$ cat src/rtl/dmem_arbiter.sv
// Two-port round-robin arbiter/sequencer in front of a single-port data memory.
// One memory access per grant; ack and read data are returned registered to the winner.
module dmem_arb_port #(
  parameter int DW = 32
) (
  input  logic          clk,
  input  logic          rst,
  input  logic          gnt,
  input  logic          we,
  input  logic [DW-1:0] mem_rdata,
  output logic          ack,
  output logic [DW-1:0] rdata
);
  // rdata holds its last read value across write accesses
  always_ff @(posedge clk or posedge rst) begin
    if (rst) begin
      ack   <= 1'b0;
      rdata <= '0;
    end else begin
      ack <= gnt;
      if (gnt && !we) rdata <= mem_rdata;
    end
  end
endmodule

module dmem_arbiter #(
  parameter int AW = 16,
  parameter int DW = 32
) (
  input  logic          clk,
  input  logic          rst,
  input  logic          a_req,
  input  logic          a_we,
  input  logic [AW-1:0] a_addr,
  input  logic [DW-1:0] a_wdata,
  output logic          a_ack,
  output logic [DW-1:0] a_rdata,
  input  logic          b_req,
  input  logic          b_we,
  input  logic [AW-1:0] b_addr,
  input  logic [DW-1:0] b_wdata,
  output logic          b_ack,
  output logic [DW-1:0] b_rdata,
  output logic          mem_wr,
  output logic [AW-1:0] mem_addr,
  output logic [DW-1:0] mem_wdata,
  input  logic [DW-1:0] mem_rdata,
  output logic          busy
);
  localparam int NP = 2;

  typedef enum logic [1:0] {IDLE, GNT_A, GNT_B, ACK} state_t;

  state_t state, state_nxt;
  logic   last_b, last_b_nxt;

  logic [NP-1:0]         gnt, we, ack;
  logic [NP-1:0][DW-1:0] rdata;

  assign we  = {b_we, a_we};
  assign gnt = {state == GNT_B, state == GNT_A};

  always_ff @(posedge clk or posedge rst) begin
    if (rst) begin
      state  <= IDLE;
      last_b <= 1'b1;
    end else begin
      state  <= state_nxt;
      last_b <= last_b_nxt;
    end
  end

  // In ACK the just-served port is masked: its requester still holds req this cycle
  always_comb begin
    state_nxt  = state;
    last_b_nxt = last_b;
    unique case (state)
      IDLE: begin
        if (a_req && (!b_req || last_b)) state_nxt = GNT_A;
        else if (b_req)                  state_nxt = GNT_B;
      end
      GNT_A: begin
        state_nxt  = ACK;
        last_b_nxt = 1'b0;
      end
      GNT_B: begin
        state_nxt  = ACK;
        last_b_nxt = 1'b1;
      end
      ACK: begin
        if (last_b && a_req)       state_nxt = GNT_A;
        else if (!last_b && b_req) state_nxt = GNT_B;
        else                       state_nxt = IDLE;
      end
    endcase
  end

  for (genvar p = 0; p < NP; p++) begin : g_port
    dmem_arb_port #(.DW(DW)) u_port (
      .clk       (clk),
      .rst       (rst),
      .gnt       (gnt[p]),
      .we        (we[p]),
      .mem_rdata (mem_rdata),
      .ack       (ack[p]),
      .rdata     (rdata[p])
    );
  end

  assign a_ack   = ack[0];
  assign b_ack   = ack[1];
  assign a_rdata = rdata[0];
  assign b_rdata = rdata[1];

  // Strobe comes from the state register so a grant issues exactly one write
  assign mem_wr    = |(gnt & we);
  assign mem_addr  = gnt[1] ? b_addr  : a_addr;
  assign mem_wdata = gnt[1] ? b_wdata : a_wdata;
  assign busy      = (state != IDLE);
endmodule

$ cat config.mk
export PLATFORM = sky130hd
export DESIGN_NAME = dmem_arbiter
export DESIGN_NICKNAME = d
export VERILOG_FILES = /design/src/rtl/dmem_arbiter.sv
export SDC_FILE = /design/constraint.sdc
export NUM_CORES = 1
export LEC_CHECK = 0
export ABC_AREA = 1
export CORE_UTILIZATION = 39
export CTS_BUF_LIST = sky130_fd_sc_hd__clkbuf_8
export CTS_CLUSTER_SIZE = 8
export DETAILED_ROUTE_END_ITERATION = 8
export HOLD_SLACK_MARGIN = 0.03
export PLACE_DENSITY = 0.95
export REMOVE_ABC_BUFFERS = 1
export SETUP_SLACK_MARGIN = 0.05
export SLEW_MARGIN = 0
export SYNTH_ARGS = -nofsm -noshare
export SYNTH_HDL_FRONTEND = slang
export SYNTH_SLANG_ARGS = --single-unit
$ cat constraint.sdc
create_clock -name clk -period 4.4 [get_ports clk]
set_clock_uncertainty 0.2 [all_clocks]
set_input_delay 0.44 -clock clk [delete_from_list [all_inputs] [get_ports clk]]
set_output_delay 0.44 -clock clk [all_outputs]
set_load 0.005 [all_outputs]
==> results.toml <==
[yosys]
ys_top_cells_by_count = "220 x nand2_1, 68 x dfrtp_1, 40 x inv_1"
synth_area_leaders = "dfrtp_1 49%, nand2_1 24%, o21ai_2 6.8%, buf_6 4.8%, o21ai_0 4.6%"
syn_area_um2 = 3492
yosysUniqueCellTypes = 18
ys.flop_type = "dfrtp_1"
synthCells = 434
synth-seq-area-share = 0.4948
yosysTopAreaCellShare = 0.4873
synth_most_common_cell = "nand2_1"
synth_warnings = 0
synth-edff-count = 0
async_reset_ff_frac = 1.000
synth_largest_area_cell = "dfrtp_1"
avgSynthCellArea_um2 = 8.046
synth-seq-cells = 69

[worst_setup_path]
cp.arrival_ns = 2.39
critical_path.endpoint = "mem_addr[12]"
cp-start-kind = "flop"
cp.required_ns = 3.76
timing.rr.end = "g_port[1].u_port.rdata[8]"
timing.reg2reg.setup_slack_ns = 2.23
crit_path_end_kind = "primary output"
path_class = "reg -> out"
r2r_start = "state[0]"
startpoint = "state[0]"
r2r_cells = 6
crit_fanout = 50

[clocking]
postCtsSetupRepairBufs = 0
cts_made_buffers = 9
ctsHtreeMaxLevel = 3
clk_path_buf_depth = 2
cts_sinks = 69
clk_pin_slew_worst_paths_ns = 0.07
clkLatencyLatePin_ns = 0.32
cts_tree = "done"
clock-root-buffer = "clkbuf_8"
postCtsResizedCells = 0
cts_hold_buf = 0

[die]
die_w_um = 96.63
dieArea_um2 = 9336
core_um2 = 8678
start_util = 0.4024
rows = 34
die_h_um = 96.63
ios = 250

[run_status]
status = "complete, no violations"

[job]
drv_cap = 0

[place]
gp_congestion = 0.8981
place_hpwl_um = 8814
numPortBuffers = 249
pre_cts_ws_ns = 1.692
dp_cells = 770

[final_layout]
seq_area_um2 = 1728
antenna_cells = 0
fillers = 664
layout.cells.non_filler = 786
multi_input_area_um2 = 1385
final_nets = 812
synthToLayoutAreaGrowth_pct = 75.06
drive_gt1_frac = 0.07670
final_util = 0.7044

[power]
power.leakage_nw = 2.952
ir_drop_uv = 376.6
power_mw = 3.770
power_density_nw_per_um2 = 616.6

[sta]
fmaxAchievable_ghz = 0.3296
slew_violations = 0
finalSetupViolations = 0
finalHoldViolCount = 0
period_needed_ns = 3.034
period_share = 0.6895
tightest_slew_ns = 0.7693
tns_ns = 0
rsz0062_at_grt = "false"
layout_setup_ws_ns = 1.366
maxSlewHeadroom = 0.4864

[routing]
remaining_drc_errors = 0
routed_wl_um = 11280
vias = 3697
detail_route.iter0.violations = 107
dr.pass1.iters = 4
ant_nets = 0
viasPerCell = 4.704
wl_per_cell_um = 14.35

[grt]
grt_max_degree = 65
grtUsageTotal = 0.2444
grt_pass1_vias = 3787
antenna_found_initial = 0
grt_overflow_total = 0
grt_pass1_wl_um = 18320

[min_path]
min_path_type = "reg -> reg"
==> placed cells by master (no fill, tap or decap), types with 3 or more instances in the layout <==
cell type / netlist / final
clkinv_2: 0 / 3
ha_1: 5 / 4
nand2_1: 220 / 220
clkbuf_8: 0 / 10
nor2_1: 3 / 3
inv_1: 40 / 39
o21ai_2: 27 / 27
o21ai_1: 6 / 6
o21ai_0: 32 / 32
clkdlybuf4s50_1: 0 / 249
inv_2: 2 / 3
nand3_1: 3 / 3
dfrtp_1: 68 / 68
==> sequential cells by signal, summed over array words and instances (netlist names) <==
register / count
state: 2
last_b: 1
g_port.u_port.rdata: 64
g_port.u_port.ack: 2
==> through the flow <==
step                cell area [µm²]  hold slack, ns
finish                         6113          0.2813
global route                   6113          0.3011
CTS                            6113          0.2853
detailed placement             5913          0.2671
global placement               5913          0.2644
floorplan                      3268          0.2763
==> routing by layer <==
layer	part of all wire	up-vias	track usage
met5	0	-	0
met4	0.025	0	0.07922
met3	0.084	26	0.09176
met2	0.52	198	0.4410
met1	0.38	1672	0.2616
li1	-	1801	-
==> area by class of cell <==
class | instances | share of cell area
timing repair buffer | 251 | 0.4102
clock buffer | 10 | 0.02251
sequential | 69 | 0.2826
tap | 108 | 0.02210
clock inverter | 6 | 0.01023
multi-input combinational | 300 | 0.2266
inverter | 42 | 0.02579
==> how the worst min path moves through the flow <==
stage               cells past startpoint                       start  slack [ns]                          to
floorplan                               2   g_port[0].u_port.rdata[0]        0.28   g_port[0].u_port.rdata[0]
global placement                        2  g_port[1].u_port.rdata[25]        0.26  g_port[1].u_port.rdata[25]
detailed placement                      2  g_port[1].u_port.rdata[25]        0.27  g_port[1].u_port.rdata[25]
CTS                                     2  g_port[1].u_port.rdata[25]        0.29  g_port[1].u_port.rdata[25]
global route                            2  g_port[0].u_port.rdata[30]        0.30  g_port[0].u_port.rdata[30]
finish                                  2  g_port[1].u_port.rdata[25]        0.28  g_port[1].u_port.rdata[25]
==> cells by family after synthesis <==
| logic type | after synthesis | synth area share |
|---|---|---|
| flops | 69 | 0.4948 |
| simple gates | 229 | 0.2544 |
| buf+inv | 65 | 0.1093 |
| fa+ha+maj | 5 | 0.01791 |
| compound gates | 66 | 0.1236 |
==> critical path, stage by stage, from the launching register on <==
cell             delay, ns
dfrtp_1               0.40
inv_1                 0.10
ha_2                  0.20
inv_2                 0.54
nand2_1               0.20
nand2_1               0.11
clkdlybuf4s50_1       0.50
==> power breakdown <==
group | internal [mW] | switching [mW]
combinational | 1.22 | 0.945
clock | 0.276 | 0.234
sequential | 0.931 | 0.168
Power figures use the tool's default switching activity.
